--- config.mk ---
export PLATFORM = sky130hd
export DESIGN_NAME = control_sequencer_flat
export DESIGN_NICKNAME = d
export VERILOG_FILES = /design/src/rtl/control_sequencer_pkg.sv /design/src/rtl/control_sequencer_if.sv /design/src/rtl/control_sequencer_instr_decoder.sv /design/src/rtl/control_sequencer.sv /design/src/flat_wrapper.sv
export SDC_FILE = /design/constraint.sdc
export NUM_CORES = 1
export LEC_CHECK = 0
export CAP_MARGIN = 25
export CORE_MARGIN = 5
export CORE_UTILIZATION = 30
export CTS_BUF_LIST = sky130_fd_sc_hd__clkbuf_8 sky130_fd_sc_hd__clkbuf_16
export CTS_CLUSTER_DIAMETER = 120
export DETAILED_ROUTE_END_ITERATION = 10
export PLACE_DENSITY = 0.79
export SLEW_MARGIN = 10
export SYNTH_ARGS = -nofsm -noshare
export SYNTH_HDL_FRONTEND = slang
export SYNTH_SLANG_ARGS = --single-unit
--- constraint.sdc ---
create_clock -name Clock -period 3.13 [get_ports Clock]
set_input_delay 0.4695 -clock Clock [delete_from_list [all_inputs] [get_ports Clock]]
set_output_delay 0.4695 -clock Clock [all_outputs]
set_load 0.01 [all_outputs]
--- src/rtl/control_sequencer_pkg.sv ---
// control_sequencer_pkg: opcode constants, state and op-class enumerations, and AluOp bit indices
package control_sequencer_pkg;
  localparam int ALU_W = 13;
  localparam logic [4:0] OP_ADD = 5'd0, OP_SUB = 5'd1, OP_SHR = 5'd2, OP_SHRA = 5'd3, OP_SHL = 5'd4;
  localparam logic [4:0] OP_ROR = 5'd5, OP_ROL = 5'd6, OP_AND = 5'd7, OP_OR = 5'd8, OP_MUL = 5'd9;
  localparam logic [4:0] OP_DIV = 5'd10, OP_NEG = 5'd11, OP_NOT = 5'd12;
  localparam int ALU_ADD = 12, ALU_SUB = 11, ALU_SHR = 10, ALU_SHRA = 9, ALU_SHL = 8, ALU_ROR = 7;
  localparam int ALU_ROL = 6, ALU_AND = 5, ALU_OR = 4, ALU_MUL = 3, ALU_DIV = 2, ALU_NEG = 1, ALU_NOT = 0;
  typedef enum logic [2:0] {S_HALT, S_T0, S_T1, S_T2, S_T3, S_T4, S_T5, S_T6} state_t;
  typedef enum logic [1:0] {C_TWO_OP, C_ONE_OP, C_MULDIV, C_ILLEGAL} op_class_t;
  // Opcodes run ADD..NOT in the same order as the AluOp bits, MSB first
  function automatic logic [ALU_W-1:0] alu_onehot(input logic [4:0] opcode);
    return opcode <= OP_NOT ? ALU_W'(1) << (5'(ALU_ADD) - opcode) : '0;
  endfunction
endpackage

--- src/rtl/control_sequencer_if.sv ---
// control_sequencer_if: run/IR/memory inputs and datapath control strobes between sequencer and datapath
interface control_sequencer_if #(parameter int NUM_REGS = 16);
  logic Run, MemReady;
  logic [31:0] IR;
  logic PCout, MDRout, Zhighout, Zlowout, HIout, LOout;
  logic PCin, MARin, MDRin, IRin, Yin, Zin, HIin, LOin, IncPC, Read;
  logic [NUM_REGS-1:0] Rin, Rout;
  logic [control_sequencer_pkg::ALU_W-1:0] AluOp;
  logic Done, Illegal, MemTimeout;
  modport master (
    input Run, MemReady, IR,
    output PCout, MDRout, Zhighout, Zlowout, HIout, LOout, PCin, MARin, MDRin, IRin, Yin, Zin,
    output HIin, LOin, IncPC, Read, Rin, Rout, AluOp, Done, Illegal, MemTimeout
  );
  modport slave (
    output Run, MemReady, IR,
    input PCout, MDRout, Zhighout, Zlowout, HIout, LOout, PCin, MARin, MDRin, IRin, Yin, Zin,
    input HIin, LOin, IncPC, Read, Rin, Rout, AluOp, Done, Illegal, MemTimeout
  );
endinterface

--- src/rtl/control_sequencer_instr_decoder.sv ---
// instr_decoder: maps an opcode to its execution class and one-hot AluOp vector
module instr_decoder
  import control_sequencer_pkg::*;
(
  input  logic [4:0]       opcode,
  output op_class_t        op_class,
  output logic [ALU_W-1:0] alu_op
);
  always_comb begin
    op_class = opcode > OP_NOT ? C_ILLEGAL
             : (opcode == OP_MUL || opcode == OP_DIV) ? C_MULDIV
             : (opcode == OP_NEG || opcode == OP_NOT) ? C_ONE_OP : C_TWO_OP;
    alu_op = alu_onehot(opcode);
  end
endmodule

--- src/rtl/control_sequencer.sv ---
// control_sequencer: eight-state fetch/execute sequencer driving datapath bus enables and load strobes
module control_sequencer
  import control_sequencer_pkg::*;
#(
  parameter int MEM_WAIT_MAX = 15,
  parameter int NUM_REGS = 16
) (
  input logic Clock,
  input logic Clear,
  control_sequencer_if.master bus
);
  localparam int CW = $clog2(MEM_WAIT_MAX + 1);
  state_t state, nxt, boundary;
  op_class_t op_class;
  logic [ALU_W-1:0] alu_op;
  logic [NUM_REGS-1:0] sel_a, sel_b, sel_c;
  logic [CW-1:0] wait_cnt;
  logic mem_timeout, t1_stall, unused_ir;
  instr_decoder u_dec (.opcode(bus.IR[31:27]), .op_class(op_class), .alu_op(alu_op));
  assign sel_a = NUM_REGS'(1) << bus.IR[26:23];
  assign sel_b = NUM_REGS'(1) << bus.IR[22:19];
  assign sel_c = NUM_REGS'(1) << bus.IR[18:15];
  assign unused_ir = ^bus.IR[14:0];
  assign t1_stall = state == S_T1 && !bus.MemReady;
  assign boundary = bus.Run ? S_T0 : S_HALT;
  assign bus.MemTimeout = mem_timeout;
  // wait_cnt counts consecutive stalled T1 cycles; zero also marks the first T1 cycle for PCin
  always_ff @(posedge Clock) begin
    if (Clear) begin
      state <= S_HALT;
      wait_cnt <= '0;
      mem_timeout <= 1'b0;
    end else begin
      state <= nxt;
      wait_cnt <= !t1_stall ? '0 : wait_cnt == CW'(MEM_WAIT_MAX) ? wait_cnt : wait_cnt + 1'b1;
      if (t1_stall && wait_cnt == CW'(MEM_WAIT_MAX - 1)) mem_timeout <= 1'b1;
    end
  end
  always_comb begin
    nxt = state;
    bus.PCout = 1'b0; bus.MDRout = 1'b0; bus.Zhighout = 1'b0; bus.Zlowout = 1'b0;
    bus.HIout = 1'b0; bus.LOout = 1'b0; bus.PCin = 1'b0; bus.MARin = 1'b0;
    bus.MDRin = 1'b0; bus.IRin = 1'b0; bus.Yin = 1'b0; bus.Zin = 1'b0;
    bus.HIin = 1'b0; bus.LOin = 1'b0; bus.IncPC = 1'b0; bus.Read = 1'b0;
    bus.Done = 1'b0; bus.Illegal = 1'b0;
    bus.Rin = '0; bus.Rout = '0; bus.AluOp = '0;
    case (state)
      S_HALT: nxt = bus.Run ? S_T0 : S_HALT;
      S_T0: begin
        bus.PCout = 1'b1; bus.MARin = 1'b1; bus.IncPC = 1'b1; bus.Zin = 1'b1;
        nxt = S_T1;
      end
      S_T1: begin
        bus.Zlowout = 1'b1; bus.PCin = wait_cnt == '0; bus.Read = 1'b1; bus.MDRin = 1'b1;
        nxt = bus.MemReady ? S_T2 : S_T1;
      end
      S_T2: begin
        bus.MDRout = 1'b1; bus.IRin = 1'b1;
        nxt = S_T3;
      end
      S_T3: begin
        bus.Illegal = op_class == C_ILLEGAL;
        bus.Rout = op_class == C_ILLEGAL ? '0 : sel_b;
        bus.Yin = op_class == C_TWO_OP || op_class == C_MULDIV;
        bus.Zin = op_class == C_ONE_OP;
        bus.AluOp = op_class == C_ONE_OP ? alu_op : '0;
        nxt = op_class == C_ILLEGAL ? boundary : op_class == C_ONE_OP ? S_T5 : S_T4;
      end
      S_T4: begin
        bus.Rout = sel_c; bus.AluOp = alu_op; bus.Zin = 1'b1;
        nxt = S_T5;
      end
      S_T5: begin
        bus.Zlowout = 1'b1;
        bus.LOin = op_class == C_MULDIV;
        bus.Rin = op_class == C_MULDIV ? '0 : sel_a;
        bus.Done = op_class != C_MULDIV;
        nxt = op_class == C_MULDIV ? S_T6 : boundary;
      end
      S_T6: begin
        bus.Zhighout = 1'b1; bus.HIin = 1'b1; bus.Done = 1'b1;
        nxt = boundary;
      end
      default: nxt = S_HALT;
    endcase
  end
endmodule
--- src/flat_wrapper.sv ---
// flat-port wrapper written by rule: the top's interface ports become plain ports
module control_sequencer_flat import control_sequencer_pkg::*;
#(
  parameter int MEM_WAIT_MAX = 15,
  parameter int NUM_REGS = 16
)
  (Clock, Clear, bus_Run, bus_MemReady, bus_IR, bus_PCout, bus_MDRout, bus_Zhighout, bus_Zlowout, bus_HIout, bus_LOout, bus_PCin, bus_MARin, bus_MDRin, bus_IRin, bus_Yin, bus_Zin, bus_HIin, bus_LOin, bus_IncPC, bus_Read, bus_Rin, bus_Rout, bus_AluOp, bus_Done, bus_Illegal, bus_MemTimeout);
  control_sequencer_if #(.NUM_REGS(NUM_REGS)) bus_i ();
  input logic Clock;
  input logic Clear;
  input wire logic [$bits(bus_i.Run)-1:0] bus_Run;
  input wire logic [$bits(bus_i.MemReady)-1:0] bus_MemReady;
  input wire logic [$bits(bus_i.IR)-1:0] bus_IR;
  output wire logic [$bits(bus_i.PCout)-1:0] bus_PCout;
  output wire logic [$bits(bus_i.MDRout)-1:0] bus_MDRout;
  output wire logic [$bits(bus_i.Zhighout)-1:0] bus_Zhighout;
  output wire logic [$bits(bus_i.Zlowout)-1:0] bus_Zlowout;
  output wire logic [$bits(bus_i.HIout)-1:0] bus_HIout;
  output wire logic [$bits(bus_i.LOout)-1:0] bus_LOout;
  output wire logic [$bits(bus_i.PCin)-1:0] bus_PCin;
  output wire logic [$bits(bus_i.MARin)-1:0] bus_MARin;
  output wire logic [$bits(bus_i.MDRin)-1:0] bus_MDRin;
  output wire logic [$bits(bus_i.IRin)-1:0] bus_IRin;
  output wire logic [$bits(bus_i.Yin)-1:0] bus_Yin;
  output wire logic [$bits(bus_i.Zin)-1:0] bus_Zin;
  output wire logic [$bits(bus_i.HIin)-1:0] bus_HIin;
  output wire logic [$bits(bus_i.LOin)-1:0] bus_LOin;
  output wire logic [$bits(bus_i.IncPC)-1:0] bus_IncPC;
  output wire logic [$bits(bus_i.Read)-1:0] bus_Read;
  output wire logic [$bits(bus_i.Rin)-1:0] bus_Rin;
  output wire logic [$bits(bus_i.Rout)-1:0] bus_Rout;
  output wire logic [$bits(bus_i.AluOp)-1:0] bus_AluOp;
  output wire logic [$bits(bus_i.Done)-1:0] bus_Done;
  output wire logic [$bits(bus_i.Illegal)-1:0] bus_Illegal;
  output wire logic [$bits(bus_i.MemTimeout)-1:0] bus_MemTimeout;
  assign bus_i.Run = bus_Run;
  assign bus_i.MemReady = bus_MemReady;
  assign bus_i.IR = bus_IR;
  assign bus_PCout = bus_i.PCout;
  assign bus_MDRout = bus_i.MDRout;
  assign bus_Zhighout = bus_i.Zhighout;
  assign bus_Zlowout = bus_i.Zlowout;
  assign bus_HIout = bus_i.HIout;
  assign bus_LOout = bus_i.LOout;
  assign bus_PCin = bus_i.PCin;
  assign bus_MARin = bus_i.MARin;
  assign bus_MDRin = bus_i.MDRin;
  assign bus_IRin = bus_i.IRin;
  assign bus_Yin = bus_i.Yin;
  assign bus_Zin = bus_i.Zin;
  assign bus_HIin = bus_i.HIin;
  assign bus_LOin = bus_i.LOin;
  assign bus_IncPC = bus_i.IncPC;
  assign bus_Read = bus_i.Read;
  assign bus_Rin = bus_i.Rin;
  assign bus_Rout = bus_i.Rout;
  assign bus_AluOp = bus_i.AluOp;
  assign bus_Done = bus_i.Done;
  assign bus_Illegal = bus_i.Illegal;
  assign bus_MemTimeout = bus_i.MemTimeout;
  control_sequencer #(.MEM_WAIT_MAX(MEM_WAIT_MAX), .NUM_REGS(NUM_REGS)) u_core (.Clock(Clock), .Clear(Clear), .bus(bus_i));
endmodule
==> results.txt <==
The TritonCTS sink count came out at 8. The number of gates resized after CTS is 2. The final route contains 1552 vias. The antenna diode count came out at 0. For this run, the leading register cell type out of synthesis is dfxtp_1. The final layout contains routed wiring with a total length of 4.10 mm.

The count of mapped cells out of synthesis is 172. In this run the clock root is driven by a clkbuf_8. The largest clock skew in the final design came out at 0.000840 ns. The leakage power of the design came out at 0.000870 µW. The die covers 5080 µm². The number of detailed-route iterations in the first pass came out at 4.

The level count of the clock H-tree is 1. Of all nets on the critical path, the largest fanout is 5. The run finished with clean final reports. The number of remaining DRC errors came out at 0.

The number of global-route vias before repair is 1343. The number of buffers added on ports came out at 82. The source of the critical timing path is bus_IR[27]. The clock transition at the register clock pins on the worst setup and hold paths after CTS is 0.04 ns. The total area of sequential cells came out at 160 µm². The final number of max-transition violations is 0. The initial detailed-routing violation count is 117. Summed over all nets, wire length on met3 after detailed routing comes to 303 µm. Setup repair after global routing could not meet its margin everywhere. The netlist area before placement is 1130 µm². The post-synthesis to final-layout area growth is 85.2%. The distinct cell type count of the synthesized netlist is 40. The share of flip-flops with an asynchronous set or reset came out at 0.

The worst hold path belongs to the class reg -> reg. The highest layer used for signal routing is met4. The multi-input combinational cells in the finished layout cover a total of 888 µm². The final layout contains 295 nets. Timing would allow up to 329 MHz. The number of warning messages in the yosys log came out at 0. The number of inserted filler cells in the final layout is 340.

The worst hold margin is 0.477 ns. The region available for standard cell placement spans 3660 µm². TritonCTS built the clock tree.

The post-synthesis register bit count is 8. IR analysis of the VDD net gives a maximum drop of 0.252 mV. Setup violations remaining at the end of the flow were counted as 0. The wire length on met1 is 1.69 mm. The overall die height is 71.3 µm. The number of buffers created by CTS is 3. The category of the critical setup timing path is in -> out. The post-route antenna net violation count is 0.

The areal power density over the cells is 204 nW/µm². The number of max-cap violations is 0. The number of flops mapped to enable cells by yosys is 0. Hold repair after CTS inserted 0 buffers. The share of the clock period used by the worst path after layout came out at 0.972. STA classifies the critical path endpoint as an output pin. A synthesized cell averages 6.55 µm². The count of boundary I/O pins came out at 100. The maximum buffer depth of the clock tree came out at 2. The largest net degree at the start of global routing came out at 16. The worst setup path is launched from an input pin.

The floorplan die width is 71.3 µm. The design area is 2090 µm². In the routed layout, each cell is associated on average with a via count of 5.14. The worst register-to-register path begins at u_core.state[1]$_SDFF_PP0_. The total routing resource utilization after global routing came out at 0.147. The later pin in the worst-skew pair is clocked with a latency of 0.23 ns. The starting density of the core came out at 0.308. The number of rows in the core area is 22. The placer's final routability congestion estimate came out at 0.893. Data on the critical path arrives at its endpoint at 2.57 ns. The origin of the worst min-delay path is u_core.bus.MemTimeout$_SDFFE_PP0P_.

The cell area after placement is 1990 µm². The final-report hold violation count came out at 0. The share of the Yosys chip area taken by registers is 0.142. The remaining global-route overflow came out at 0. The detailed-placement wirelength estimate came out at 3.39 mm. The initial antenna violation count came out at 0. The average wire length per cell after detail routing is 13.6 µm. The wire length of the first global-routing pass came out at 6.33 mm. The required time of the critical path came out at 2.66 ns. After clock tree synthesis, the setup repair step added 0 buffers. The routed design uses 2.02 mm of met2 wire.

The post-layout minimum cycle time is 3.04 ns. In the final layout, the share of cells above drive strength 1 is 0.102.
-- Yosys cell counts, types with 2 or more instances --
master | count | share of area
or2_2 | 3 | 0.017
nand3b_1 | 7 | 0.047
clkbuf_1 | 3 | 0.010
or3b_2 | 2 | 0.016
and3_1 | 2 | 0.011
nor3_1 | 9 | 0.040
inv_1 | 6 | 0.020
a21oi_1 | 6 | 0.027
or3b_1 | 2 | 0.016
nand3_1 | 6 | 0.027
nor2b_1 | 3 | 0.017
nor3b_1 | 2 | 0.013
o21ai_0 | 4 | 0.018
dfxtp_1 | 8 | 0.14
buf_4 | 8 | 0.053
nor2_1 | 40 | 0.13
xnor2_1 | 2 | 0.016
or3_1 | 3 | 0.017
a31oi_1 | 2 | 0.011
nand2_1 | 9 | 0.030
nand2b_1 | 8 | 0.044
ha_1 | 3 | 0.033
o22ai_1 | 17 | 0.094
-- critical path, cell delays in order --
cell             delay (ns)
clkdlybuf4s50_1        0.46
o211a_4                0.29
nor4_4                 0.24
buf_4                  0.18
nand3b_1               0.17
o22ai_1                0.20
clkdlybuf4s50_1        0.56
-- sequential cells by signal, summed over array words and instances, names as in the netlist --
register               count
u_core.wait_cnt            4
u_core.state               3
u_core.bus.MemTimeout      1
-- kinds of logic (layout without fill, tap and decap cells) --
logic type | Yosys count | in the layout | synth area share
AOI/OAI and AO/OA | 36 | 36 | 0.214
xor gates and xnor gates | 2 | 2 | 0.0156
adders and majority gates | 3 | 3 | 0.0333
and+or+nand+nor | 102 | 102 | 0.484
muxes | 1 | 1 | 0.00889
other | 1 | 2 | 0.00333
DFF | 8 | 8 | 0.142
buffers and inverters | 19 | 100 | 0.0978
-- cells in the final DEF, fill, tap and decap left out, types with 4 or more instances in the layout --
cell	n
nor3_1	9
o22ai_1	16
clkdlybuf4s50_1	72
buf_4	9
a21oi_1	6
nand2_1	9
nor2_1	40
nand3b_1	7
inv_1	6
nand2b_1	8
o21ai_0	4
dfxtp_1	8
nand3_1	5
dlymetal6s2s_1	10
-- report_power, final --
| group | switching [µW] | leakage [µW] | total (µW) | internal [µW] |
|---|---|---|---|---|
| logic | 82.3 | 0.000784 | 176 | 93.8 |
| clock network | 39.3 | 0.0000216 | 122 | 83.2 |
| registers | 18.4 | 0.0000650 | 127 | 108 |
| total | 140 | 0.000870 | 425 | 285 |
-- cell type report --
class                   count  area share
clock buffers               3      0.0198
inverters                   6      0.0108
repair buffers             91       0.438
multi-input cells         146       0.426
well taps                  48      0.0288
flip-flops and latches      8      0.0768
-- worst paths after layout --
path | endpoint | slack, ns | cells after the start
setup / recovery | bus_Rout[8] | 0.09 | 7
hold / removal | u_core.bus.MemTimeout$_SDFFE_PP0P_ | 0.48 | 2
setup reg to reg | u_core.wait_cnt[3]$_SDFFE_PP0P_ | 1.37 | 3
hold reg to reg | u_core.bus.MemTimeout$_SDFFE_PP0P_ | 0.48 | 2
-- per-layer routing --
| metal | track usage | up-vias |
|---|---|---|
| li1 | - | 778 |
| met1 | 0.189 | 700 |
| met2 | 0.247 | 64 |
| met3 | 0.0238 | 10 |
| met4 | 0.0480 | 0 |
| met5 | 0 | - |
-- through the flow --
stage               utilization  total power (µW)  TNS [ns]  setup slack, ns  instances
CTS                       0.558               426         0          0.00204        302
global placement          0.544               297         0           0.0281        299
floorplan                     -               217         0            0.836        173
finish                    0.570               425         0           0.0862        302
global route              0.570               452  -0.00347         -0.00347        302
detailed placement        0.544               299         0          0.00376        299
(Power assumes the default switching activity.)
